===== src/rtl/port_tx_ctrl.sv =====
`default_nettype none
// ============================================================================
// Module      : port_tx_ctrl
// Description : Output-port drain engine. Reads packet bytes from an egress
//               fifo with one-cycle read latency into a 2-entry skid buffer
//               and streams them on a valid/ready byte interface. Packets are
//               framed as DA, LEN, then LEN payload bytes; sop/eop mark the
//               first/last byte and pkt_cnt counts completed packets.
// Ports       : clk         clock (posedge)
//               rst         synchronous active-high reset
//               fifo_empty  egress fifo empty flag
//               fifo_data   fifo read data, valid the cycle after fifo_rd_en
//               fifo_rd_en  fifo read strobe (combinational)
//               tx_ready    downstream accepts a byte this cycle
//               tx_valid    tx_data holds a byte
//               tx_data     output byte (skid buffer head)
//               tx_sop      tx_data is the DA byte of a packet
//               tx_eop      tx_data is the last byte of a packet
//               pkt_cnt     packets fully transmitted since reset (wraps)
// Revision    : 1.0 - initial release
// ============================================================================
module port_tx_ctrl #(
    parameter int W_WIDTH   = 8,
    parameter int CNT_WIDTH = 16
) (
    input  logic                 clk,
    input  logic                 rst,
    input  logic                 fifo_empty,
    input  logic [W_WIDTH-1:0]   fifo_data,
    output logic                 fifo_rd_en,
    input  logic                 tx_ready,
    output logic                 tx_valid,
    output logic [W_WIDTH-1:0]   tx_data,
    output logic                 tx_sop,
    output logic                 tx_eop,
    output logic [CNT_WIDTH-1:0] pkt_cnt
);

    // Framing states
    localparam logic [1:0] c_S_HDR = 2'd0;
    localparam logic [1:0] c_S_LEN = 2'd1;
    localparam logic [1:0] c_S_PAY = 2'd2;

    logic [1:0]           r_occ;        // bytes held in the skid buffer
    logic                 r_inflight;   // a fifo read issued last cycle
    logic [W_WIDTH-1:0]   r_buf [0:1];  // r_buf[0] is the head
    logic [1:0]           r_state;
    logic [W_WIDTH-1:0]   r_remaining;  // payload bytes still to send
    logic [CNT_WIDTH-1:0] r_pkt_cnt;

    logic                 w_pop;
    logic [2:0]           w_level;
    logic                 w_wr_idx;
    logic [W_WIDTH-1:0]   w_head;

    assign w_head = r_buf[0];
    assign w_pop  = (r_occ != 2'd0) & tx_ready;

    // Occupancy that will remain after this cycle's pop, counting the byte
    // already on its way from the fifo. Reading only when this is below 2
    // guarantees the returning byte always finds a free slot.
    assign w_level    = {1'b0, r_occ} + {2'b00, r_inflight} - {2'b00, w_pop};
    assign fifo_rd_en = !rst & !fifo_empty & (w_level < 3'd2);

    // Tail slot for the arriving byte, taking the simultaneous pop into
    // account: it lands in slot 1 only if one byte stays ahead of it.
    assign w_wr_idx = (r_occ == 2'd2) | ((r_occ == 2'd1) & !w_pop);

    // ------------------------------------------------------------------
    // Skid buffer
    // ------------------------------------------------------------------
    always_ff @(posedge clk) begin
        if (rst) begin
            r_occ      <= 2'd0;
            r_inflight <= 1'b0;
            r_buf[0]   <= '0;
            r_buf[1]   <= '0;
        end else begin
            r_inflight <= fifo_rd_en;
            r_occ      <= r_occ - {1'b0, w_pop} + {1'b0, r_inflight};
            if (w_pop) begin
                r_buf[0] <= r_buf[1];
            end
            // Placed after the shift so a same-cycle write to slot 0 wins.
            if (r_inflight) begin
                r_buf[w_wr_idx] <= fifo_data;
            end
        end
    end

    // ------------------------------------------------------------------
    // Framing FSM: advances only when a byte is actually accepted
    // ------------------------------------------------------------------
    always_ff @(posedge clk) begin
        if (rst) begin
            r_state     <= c_S_HDR;
            r_remaining <= '0;
            r_pkt_cnt   <= '0;
        end else if (w_pop) begin
            case (r_state)
                c_S_HDR: begin
                    r_state <= c_S_LEN;
                end
                c_S_LEN: begin
                    if (w_head == '0) begin
                        r_state   <= c_S_HDR;
                        r_pkt_cnt <= r_pkt_cnt + CNT_WIDTH'(1);
                    end else begin
                        r_remaining <= w_head;
                        r_state     <= c_S_PAY;
                    end
                end
                c_S_PAY: begin
                    r_remaining <= r_remaining - W_WIDTH'(1);
                    if (r_remaining == W_WIDTH'(1)) begin
                        r_state   <= c_S_HDR;
                        r_pkt_cnt <= r_pkt_cnt + CNT_WIDTH'(1);
                    end
                end
                default: begin
                    r_state <= c_S_HDR;
                end
            endcase
        end
    end

    // ------------------------------------------------------------------
    // Outputs: all derived from registered state, so they hold while stalled
    // ------------------------------------------------------------------
    assign tx_valid = (r_occ != 2'd0);
    assign tx_data  = w_head;
    assign tx_sop   = tx_valid & (r_state == c_S_HDR);
    assign tx_eop   = tx_valid &
                      (((r_state == c_S_LEN) & (w_head == '0)) |
                       ((r_state == c_S_PAY) & (r_remaining == W_WIDTH'(1))));
    assign pkt_cnt  = r_pkt_cnt;

endmodule
`default_nettype wire

===== config.mk =====
export PLATFORM = sky130hd
export DESIGN_NAME = port_tx_ctrl
export DESIGN_NICKNAME = d
export VERILOG_FILES = /design/src/rtl/port_tx_ctrl.sv
export SDC_FILE = /design/constraint.sdc
export NUM_CORES = 1
export LEC_CHECK = 0
export CORE_MARGIN = 2
export CORE_UTILIZATION = 54
export DETAILED_ROUTE_END_ITERATION = 16
export PLACE_DENSITY = 0.8
export SYNTH_ARGS = -nofsm -noshare
export SYNTH_HDL_FRONTEND = slang
export SYNTH_SLANG_ARGS = --single-unit

===== constraint.sdc =====
create_clock -name clk -period 2.6 [get_ports clk]
set_input_delay 0.26 -clock clk [delete_from_list [all_inputs] [get_ports clk]]
set_output_delay 0.26 -clock clk [all_outputs]
set_load 0.02 [all_outputs]

==> run summary <==
status -> finished clean
global route overflow -> 0
layout cells sized above 1 -> 0.1393
drt total wl -> 5569 um
Pre-antenna DRT Iters -> 6
clk buf depth -> 2
initial antenna violation count -> 0
Psw -> 664.3 uW
count of final setup violators -> 0
Peak Freq -> 0.4145 GHz
H-Tree Depth -> 2
Reg clk slew, reported paths -> 0.08 ns
Global Route met3 Usage -> 0.05110
Tot GR Track Use -> 0.2169
Slowest cell on crit path -> fa_1
Initial DRC Count -> 116
Root Buffer -> clkbuf_8
Slew headroom -> 0.5590
global-route wire length before repair -> 8928 um
FFs w/ async S/R, synth -> 0
fin area -> 3157 um^2
Avg Vias per Cell -> 5.703
RSZ-0062 raised after global routing -> false
busiest grt layer -> met2
Setup Buffers After CTS -> 0
area grow syn2layout -> 21.94%
Worst-Margin Slew -> 0.6576 ns
Synth Cell Area -> 2589 um^2
Max VDD drop -> 0.0003770 V
RePlAce Congestion -> 0.8453
routing usage on met1 -> 0.2880
grt met2 use -> 0.3453
worst-path maximum fanout -> 6
# IOs -> 40
Critical Path End Type -> output pin
synthesized net count -> 295
CP arrival -> 2.15 ns
die area -> 5364 um^2
Mean Syn Cell Area -> 9.312 um^2
worst hold path type -> flop to flop
Pleak -> 1.198 nW
Pwr per Cell Area -> 626.1 nW/um^2
Initial Util -> 0.5554
Fin Clk Skew -> 0.009337 ns
sequential fraction of the synthesis area -> 0.4099
Reg power frac -> 0.472
Post-Syn Instances -> 278
final antenna-violating net count -> 0
vias in the first global route -> 1,942
final hold viol count -> 0
die width -> 73.24 um
Synthesis Warnings -> 0
CTS tree -> done
combinational power share -> 0.313
Post-Route Utilization -> 0.6773
critical-path cell list -> o21a_1 > nand2b_1 > nand2_1 > ha_1 > fa_1 > xnor2_1 > nor4_1 > buf_2
Main synth FF type -> dfxtp_1
Buffers on Ports -> 39
diode count -> 0
startpoint types -> flop
final worst path period share -> 0.9278
Post-synth EDFFs -> 16
fin worst setup slack -> 0.1877 ns
routed wire length per instance -> 14.77 um
Final Max Tran Viols -> 0
Vias -> 2,150
worst path required time -> 2.34 ns
P_int -> 1.312 mW
clock sinks -> 45
# rows -> 25
placed inst area -> 3078 um^2
largest net degree at the start of global routing -> 45
NumNets Final -> 339
Core Region -> 4661 um^2
post-place setup slack -> -0.2486 ns
#FFs+latches synth -> 45
DP HPWL -> 4140 um
Clk pwr share -> 0.215
Switching Share -> 0.3361
kind of critical path -> flop to output pin
later-pin clock latency in the skew report -> 0.30 ns
Remaining DRCs -> 0
CP max stage delay -> 0.40 ns
Hold Buf Count CTS -> 0
minimum clock period -> 2.412 ns
TritonCTS buffer count -> 5
Netlist cell types -> 52
height of the die -> 73.24 um
maxcap violations -> 0
-- power groups by stage --
stage	clock network [mW]	logic [mW]	registers [mW]
floorplan	0	0.334	0.961
CTS	0.433	0.624	0.932
detailed placement	0	0.625	0.948
global route	0.462	0.672	0.944
finish	0.424	0.619	0.933
global placement	0	0.603	0.945
-- Yosys cell counts (2+ instances only) --
master | n | share of area
nand3_1 | 11 | 0.021
nand2_1 | 25 | 0.036
nor2b_1 | 17 | 0.041
ha_1 | 4 | 0.019
and4_1 | 3 | 0.010
mux2i_1 | 9 | 0.035
mux2_2 | 13 | 0.057
and4b_1 | 2 | 0.0077
nor3_1 | 4 | 0.0077
nand2b_1 | 5 | 0.012
buf_2 | 4 | 0.0077
nand4_1 | 5 | 0.012
nor4_4 | 3 | 0.025
nor4_1 | 3 | 0.0073
nand4_2 | 4 | 0.019
dfxtp_1 | 29 | 0.22
a211oi_1 | 3 | 0.0087
inv_1 | 16 | 0.023
a21oi_1 | 23 | 0.044
o21ai_0 | 4 | 0.0077
edfxtp_1 | 16 | 0.19
clkbuf_1 | 8 | 0.012
a221oi_1 | 2 | 0.0068
a21o_1 | 2 | 0.0058
and3b_1 | 2 | 0.0068
a32o_1 | 3 | 0.012
and2_1 | 8 | 0.019
nor3b_1 | 2 | 0.0058
a221o_1 | 2 | 0.0077
nor2_1 | 21 | 0.030
o22ai_1 | 4 | 0.0097
-- critical path: cells and delay by family (launching register included) --
kind	cells	cell delay, ns
compound gates	1	0.22
fa+ha+maj	2	0.59
buf+inv	1	0.20
simple gates	3	0.32
xor+xnor	1	0.15
flops	1	0.37
-- final cells by class --
type	instances	area (um^2)
Fill cell	381	1504
Clock buffer	7	76.32
Multi-Input combinational cell	202	1401
Sequential cell	45	1061
Inverter	16	60.06
Clock inverter	1	7.507
Tap cell	54	67.56
Timing Repair Buffer	52	483.0
-- cell families after synthesis --
logic type | synth area share
xor+xnor | 0.003384
simple gates | 0.2813
flops | 0.4099
fa+ha+maj | 0.02707
compound gates | 0.1339
buf+inv | 0.04882
mux | 0.09570
-- placed cells by master, fill, tap and decap left out, types with 2 or more instances in the layout --
| cell type | instances |
|---|---|
| a21o_1 | 2 |
| dfxtp_1 | 29 |
| buf_4 | 13 |
| nor3b_1 | 2 |
| clkdlybuf4s50_1 | 38 |
| nor2b_1 | 17 |
| and4b_1 | 2 |
| and3b_1 | 2 |
| nand3_1 | 11 |
| ha_1 | 4 |
| and4_1 | 3 |
| o22ai_1 | 4 |
| a221o_1 | 2 |
| a221oi_1 | 2 |
| nand2_1 | 25 |
| nor2_1 | 21 |
| a32o_1 | 3 |
| o21ai_0 | 4 |
| a21oi_1 | 23 |
| clkbuf_8 | 5 |
| nor4_1 | 3 |
| mux2_2 | 13 |
| clkbuf_1 | 2 |
| nand4_2 | 4 |
| a211oi_1 | 3 |
| nor4_4 | 3 |
| mux2i_1 | 9 |
| and2_1 | 8 |
| nand4_1 | 5 |
| nand2b_1 | 5 |
| nor3_1 | 4 |
| edfxtp_1 | 16 |
| inv_1 | 16 |
-- metrics by stage --
step | TNS [ns] | instances | total power, mW | hold WS [ns]
after global routing | 0 | 377 | 2.079 | 0.5523
after CTS | 0 | 377 | 1.989 | 0.5231
after floorplan | 0 | 278 | 1.295 | 0.3387
after detailed placement | -0.2486 | 369 | 1.573 | 0.5092
final | 0 | 377 | 1.977 | 0.5191
after global placement | -0.1542 | 369 | 1.548 | 0.5021
-- registers in the layout (all words and copies together) (netlist names) --
name,count
r_inflight,1
pkt_cnt,16
r_state,2
r_occ,2
r_remaining,8
r_buf,16
-- per-layer routing --
metal  wire, um  part of all wire  up-vias
met5          0                 0        -
met3        265             0.048        8
met1       2527              0.45      994
met4         93             0.017        0
li1           -                 -     1095
met2       2682              0.48       53
-- final timing paths --
| check | cells after the start | slack [ns] | end | from |
|---|---|---|---|---|
| setup / recovery | 8 | 0.19 | fifo_rd_en | r_occ[1]$_SDFF_PP0_ |
| hold / removal | 2 | 0.52 | r_remaining[7]$_SDFFE_PP0P_ | r_remaining[7]$_SDFFE_PP0P_ |
| setup reg to reg | 7 | 0.67 | r_inflight$_SDFF_PP0_ | r_occ[1]$_SDFF_PP0_ |
| hold reg to reg | 2 | 0.52 | r_remaining[7]$_SDFFE_PP0P_ | r_remaining[7]$_SDFFE_PP0P_ |
-- what timing repair did --
action / CTS / global route
pin swaps: 0 / 0
endpoints found under the setup margin: 1 / 1
gates resized for setup: 1 / 4
Note: power is estimated with default switching activity, not from simulation.
